===== config.mk =====
export PLATFORM = sky130hd
export DESIGN_NAME = sid_i2s_tx
export DESIGN_NICKNAME = d
export VERILOG_FILES = /design/src/rtl/sid_pkg.sv /design/src/rtl/sid_i2s_clkgen.sv /design/src/rtl/sid_i2s_tx.sv
export SDC_FILE = /design/constraint.sdc
export NUM_CORES = 1
export LEC_CHECK = 0
export ABC_AREA = 1
export CAP_MARGIN = 25
export CORE_UTILIZATION = 30
export DETAILED_ROUTE_END_ITERATION = 6
export GPL_TIMING_DRIVEN = 0
export MAX_ROUTING_LAYER = met4
export PLACE_DENSITY = 0.48
export RECOVER_POWER = 100
export REMOVE_ABC_BUFFERS = 1
export SLEW_MARGIN = 10
export SYNTH_ARGS = -nofsm -noshare
export SYNTH_HDL_FRONTEND = slang
export SYNTH_SLANG_ARGS = --single-unit

===== constraint.sdc =====
create_clock -name clk32 -period 1.85 [get_ports clk32]
set_clock_uncertainty 0.2 [all_clocks]
set_input_delay 0.37 -clock clk32 [delete_from_list [all_inputs] [get_ports clk32]]
set_output_delay 0.37 -clock clk32 [all_outputs]
set_load 0.005 [all_outputs]

===== src/rtl/sid_pkg.sv =====
// Shared definitions for the SID audio I2S transmitter: transmitter states,
// slot and sample geometry, and the offset-binary to two's complement helper.
package sid_pkg;

    typedef enum logic {
        IDLE = 1'b0,
        RUN  = 1'b1
    } sid_state_t;

    localparam int SLOT_W   = 32;
    localparam int SAMPLE_W = 16;

    localparam logic [SAMPLE_W-1:0] OFFSET_MSB_MASK = 16'h8000;

    // The SID filter output is offset-binary; I2S expects two's complement,
    // which only differs in the sign bit.
    function automatic logic [SAMPLE_W-1:0] sample_fmt(
        input logic [SAMPLE_W-1:0] s,
        input bit                  signed_in
    );
        if (signed_in)
            sample_fmt = s;
        else
            sample_fmt = s ^ OFFSET_MSB_MASK;
    endfunction

endpackage


===== src/rtl/sid_i2s_clkgen.sv =====
// Bit-clock generator: divides clk32 down to i2s_bclk and flags the clk32
// cycle on which i2s_bclk is about to fall, so the shifter can advance
// without ever using i2s_bclk as a clock.
module sid_i2s_clkgen #(
    parameter int BCLK_DIV = 8
) (
    input  logic clk32,
    input  logic reset,
    input  logic run,
    output logic i2s_bclk,
    output logic fall_evt
);

    localparam logic [7:0] DIV_LAST = 8'(BCLK_DIV - 1);

    logic [7:0] div_cnt;
    logic       wrap;

    assign wrap     = run && (div_cnt == DIV_LAST);
    assign fall_evt = wrap && i2s_bclk;

    // Half-period counter; the bit clock toggles each time it wraps and is
    // parked low whenever the transmitter is not running.
    always_ff @(posedge clk32) begin
        if (reset || !run) begin
            div_cnt  <= 8'd0;
            i2s_bclk <= 1'b0;
        end else if (wrap) begin
            div_cnt  <= 8'd0;
            i2s_bclk <= ~i2s_bclk;
        end else begin
            div_cnt  <= div_cnt + 8'd1;
        end
    end

endmodule


===== src/rtl/sid_i2s_tx.sv =====
// I2S transmitter for the mixed SID output: holds the latest sample, loads
// it into a frame word once per 64-bit frame and shifts the same word MSB
// first into both the left and right slots (standard one-bit I2S delay).
module sid_i2s_tx
    import sid_pkg::*;
#(
    parameter int BCLK_DIV  = 8,
    parameter bit SIGNED_IN = 1'b0
) (
    input  logic        clk32,
    input  logic        reset,
    input  logic        enable,
    input  logic        mute,
    input  logic [15:0] audio_in,
    input  logic        audio_valid,
    output logic        i2s_bclk,
    output logic        i2s_lrck,
    output logic        i2s_sdata,
    output logic        frame_start
);

    sid_state_t          state;
    logic [5:0]          bit_cnt;
    logic [5:0]          next_bit;
    logic [SAMPLE_W-1:0] hold;
    logic [SAMPLE_W-1:0] frame;
    logic [SAMPLE_W-1:0] load_word;
    logic                run;
    logic                fall_evt;

    // Serial bit for slot position pos: MSB at pos 1, LSB at pos 16,
    // zero padding at pos 0 and 17..31.
    function automatic logic slot_bit(
        input logic [SAMPLE_W-1:0] word,
        input logic [4:0]          pos
    );
        logic [4:0] idx;
        idx = 5'(SAMPLE_W) - pos;
        if (pos >= 5'd1 && pos <= 5'(SAMPLE_W))
            slot_bit = word[idx[3:0]];
        else
            slot_bit = 1'b0;
    endfunction

    assign run       = (state == RUN) && enable;
    assign next_bit  = bit_cnt + 6'd1;
    assign load_word = mute ? '0 : hold;

    sid_i2s_clkgen #(
        .BCLK_DIV (BCLK_DIV)
    ) u_clkgen (
        .clk32    (clk32),
        .reset    (reset),
        .run      (run),
        .i2s_bclk (i2s_bclk),
        .fall_evt (fall_evt)
    );

    // Sample hold: always tracks the newest sample; a frame load on the same
    // edge still sees the previous value.
    always_ff @(posedge clk32) begin
        if (reset)
            hold <= '0;
        else if (audio_valid)
            hold <= sample_fmt(audio_in, SIGNED_IN);
    end

    // Run/idle control, slot counter and serial output; lrck and sdata only
    // move on bit-clock falling events.
    always_ff @(posedge clk32) begin
        if (reset) begin
            state       <= IDLE;
            bit_cnt     <= 6'd0;
            frame       <= '0;
            i2s_lrck    <= 1'b0;
            i2s_sdata   <= 1'b0;
            frame_start <= 1'b0;
        end else begin
            frame_start <= 1'b0;
            case (state)
                IDLE: begin
                    bit_cnt   <= 6'd0;
                    i2s_lrck  <= 1'b0;
                    i2s_sdata <= 1'b0;
                    if (enable) begin
                        state       <= RUN;
                        frame       <= load_word;
                        frame_start <= 1'b1;
                    end
                end
                RUN: begin
                    if (!enable) begin
                        state     <= IDLE;
                        bit_cnt   <= 6'd0;
                        i2s_lrck  <= 1'b0;
                        i2s_sdata <= 1'b0;
                    end else if (fall_evt) begin
                        bit_cnt   <= next_bit;
                        i2s_lrck  <= (next_bit >= 6'(SLOT_W));
                        i2s_sdata <= slot_bit(frame, next_bit[4:0]);
                        if (next_bit == 6'd0) begin
                            frame       <= load_word;
                            frame_start <= 1'b1;
                        end
                    end
                end
                default: state <= IDLE;
            endcase
        end
    end

endmodule


==> results.md <==
- Status: finished with violations
- Violated checks: setup timing
- PortBufs: 24
- Drt pass-1 iters: 4
- Min cycle time layout: approximately 1.9 ns
- Initial antenna violation count: 0
- Die X: 93.2 microns
- Post-Syn Area: 2490 sq um
- Root Buffer: clkbuf_8
- Max cap viols: 0
- Lkg Pwr: approximately 1.5 nW
- Fin crit share: 1.03
- GPL Wtd Cong: 0.795
- Cell taking the most area after synthesis: dfxtp_1
- Vias: between 2,000 and 2,500
- Top fanout value on the critical path: 7
- TritonCTS Sinks: 51
- CP Launch Type: register
- Post-synthesis sequential area ratio: 0.409
- Overall Global Routing Usage: 0.154
- Fmax: ~530 MHz
- Synth Instances: 352
- DRC: 0
- Final Cell Area: 3350 sq um
- Most frequent cells in the layout: nor2_1, nand2_1, dfxtp_1
- Worst skew pair latency: 0.31 ns
- Distinct cell type count after synthesis: 31
- Crit path capture type: register
- Syn-to-layout area delta: 34.2%
- Power density cells: 604 nW/um^2
- Worst path max stage delay: ~0.38 ns
- IO Pins: 25
- Critical Path, Cell by Cell: ha_4, inv_2, nand2_2, nand2_2, nand3_2, nor2_4, nand3_4, nand2_4, nand2_1, nand2_1, nor2_1
- Pin count of the biggest net entering global routing: 29
- CTS buffer count: 5
- Place WS: -0.811 ns
- Diodes inserted: 0
- Initial Util: 0.316
- Vias in the first global route: about 2,100
- Top FF cell, synth: dfxtp_1
- Peak VDD IR: 0.331 mV
- Final wirelength: approximately 6100 microns
- Fin nets: 417
- Final total power: 2.02 mW
- # hold bufs at CTS: 0
- Synth top area cells: dfxtp_1, nand2_1, nor2_1, inv_1, nand3_2
- Final setup fails: 14
- CTS tree: done
- CP arrival: 1.91 ns
- Worst min path class: in -> reg
- Deepest clock path buffer count: 2
- Async S/R FF share, synth: 0
- Pin slew with the least headroom to its limit: around 0.55 ns
- Seq cells post-synth: 51
- Kind of cell adding the most delay to the critical path: simple AND/OR/NAND/NOR gates
- Layout cell share with drive strength beyond 1: 0.224
- Area after DPL: 2790 sq um
- Ys Warns: 0
- HPWL Detailed: between 3000 and 4000 microns
- Final Hold Viols: 0
- Antenna viol nets, final: 0
- Post-synth EDFFs: 0
- Worst Path Required: around 1.9 ns
- Final Slew Violations: 0
- Highest-delay cell along the critical path: dfxtp_4
- Commonest non-fill, non-tap cell in the layout: nor2_1
- Setup TNS: -0.381 ns
- Relative slew slack: 0.633
- Wire length per cell: 12.3 microns
- Chip height: 93.2 microns
- CP bufs+invs: 1
- H-tree depth: 2
- DIE AREA: around 8700 sq um
- Final WS setup: -0.0505 ns
- Grt total ovfl: 0
- RSZ-0062 raised after global routing: true
- First-pass GRT wire length: between 10,000 and 15,000 microns
- Avg Inst Size Synth: 7.08 sq um
- Vias per std cell: approximately 4.6
- Final core utilization: 0.424
- Clock-pin slew on the worst setup and hold paths: roughly 0.090 ns
- Cell Rows: 32
- Top-area cell type share of the netlist area: 0.409
- Starting DRT DRC Count: 97
- Crit path kind: reg -> reg
- Core Footprint: 7890 sq um
-- metrics by stage --
| step | hold slack [ns] | instances |
|---|---|---|
| after global placement | 0.234 | 463 |
| final | 0.155 | 494 |
| after global routing | 0.169 | 494 |
| after detailed placement | 0.240 | 464 |
| after floorplan | 0.218 | 337 |
| after CTS | 0.221 | 486 |
-- repair_timing --
| action | in CTS | in global routing |
|---|---|---|
| cloned | 2 | 1 |
| resized for setup | 41 | 35 |
| buffers inserted | 14 | 7 |
| pin swaps | 8 | 26 |
| setup endpoints to repair | 36 | 38 |
| endpoints found under the hold margin | 0 | 0 |
-- kinds of logic after synthesis --
logic type      Yosys count  share of synthesized area
buf+inv                  53                     0.0953
simple gates            193                      0.356
xor+xnor                  3                     0.0105
fa+ha+maj                 3                     0.0151
compound gates           49                      0.113
flops                    51                      0.409
-- path summary, 6_finish.rpt --
kind              cells after the start  slack, ns                              to                           start
setup / recovery                     11      -0.05          frame[13]$_SDFFE_PP0P_         bit_cnt[0]$_SDFFE_PP0P_
setup reg to reg                     11      -0.05          frame[13]$_SDFFE_PP0P_         bit_cnt[0]$_SDFFE_PP0P_
hold reg to reg                       1       0.25  u_clkgen.div_cnt[0]$_SDFF_PP0_  u_clkgen.div_cnt[0]$_SDFF_PP0_
hold / removal                        3       0.15                state$_SDFF_PP0_                          enable
-- where the power goes --
| part | leakage [nW] | internal [mW] | total (mW) | switching, mW |
|---|---|---|---|---|
| registers | 0.422 | 1.14 | 1.17 | 0.0241 |
| logic | 1.02 | 0.119 | 0.240 | 0.121 |
| clock network | 0.0371 | 0.253 | 0.615 | 0.362 |
| total | 1.48 | 1.51 | 2.02 | 0.507 |
-- layer usage --
| layer | part of all wire | GRT usage | vias up | wire [microns] |
|---|---|---|---|---|
| met5 | 0 | - | - | 0 |
| met4 | 0.013 | 0.0500 | 0 | 80 |
| met3 | 0.039 | 0.0366 | 6 | 234 |
| met2 | 0.47 | 0.238 | 41 | 2870 |
| met1 | 0.47 | 0.197 | 1045 | 2880 |
| li1 | - | - | 1190 | - |
-- cell type report --
cell class | instances | area [sq um]
Sequential cell | 51 | 1040
Clock buffer | 6 | 72.6
Multi-Input combinational cell | 250 | 1460
Fill cell | 805 | 4540
Tap cell | 102 | 128
Timing Repair Buffer | 47 | 495
Inverter | 38 | 155
-- flip-flops by register name, summed over array words and instances, names as in the netlist --
name               cells
hold                  16
bit_cnt                6
state                  1
u_clkgen.i2s_bclk      1
u_clkgen.div_cnt       8
i2s_lrck               1
i2s_sdata              1
frame_start            1
frame                 16
-- synth_stat cells (2+ instances only) --
cell,instances
nand4_1,2
buf_4,2
a21boi_1,6
nor2_1,76
a21oi_1,9
o22ai_1,2
nand3_2,13
nand2_1,78
buf_6,4
o21ai_0,24
nor3b_1,3
a21boi_0,7
ha_1,3
clkbuf_1,7
inv_2,3
xor2_1,2
nand3_1,13
dfxtp_1,51
inv_1,35
-- worst reg2reg max path, delay by kind of cell (launching register included) --
| kind | cells | cell delay, ns |
|---|---|---|
| and+or+nand+nor | 9 | 0.98 |
| buffers and inverters | 1 | 0.06 |
| adders and majority gates | 1 | 0.18 |
| DFF | 1 | 0.38 |
(Power assumes the default switching activity.)
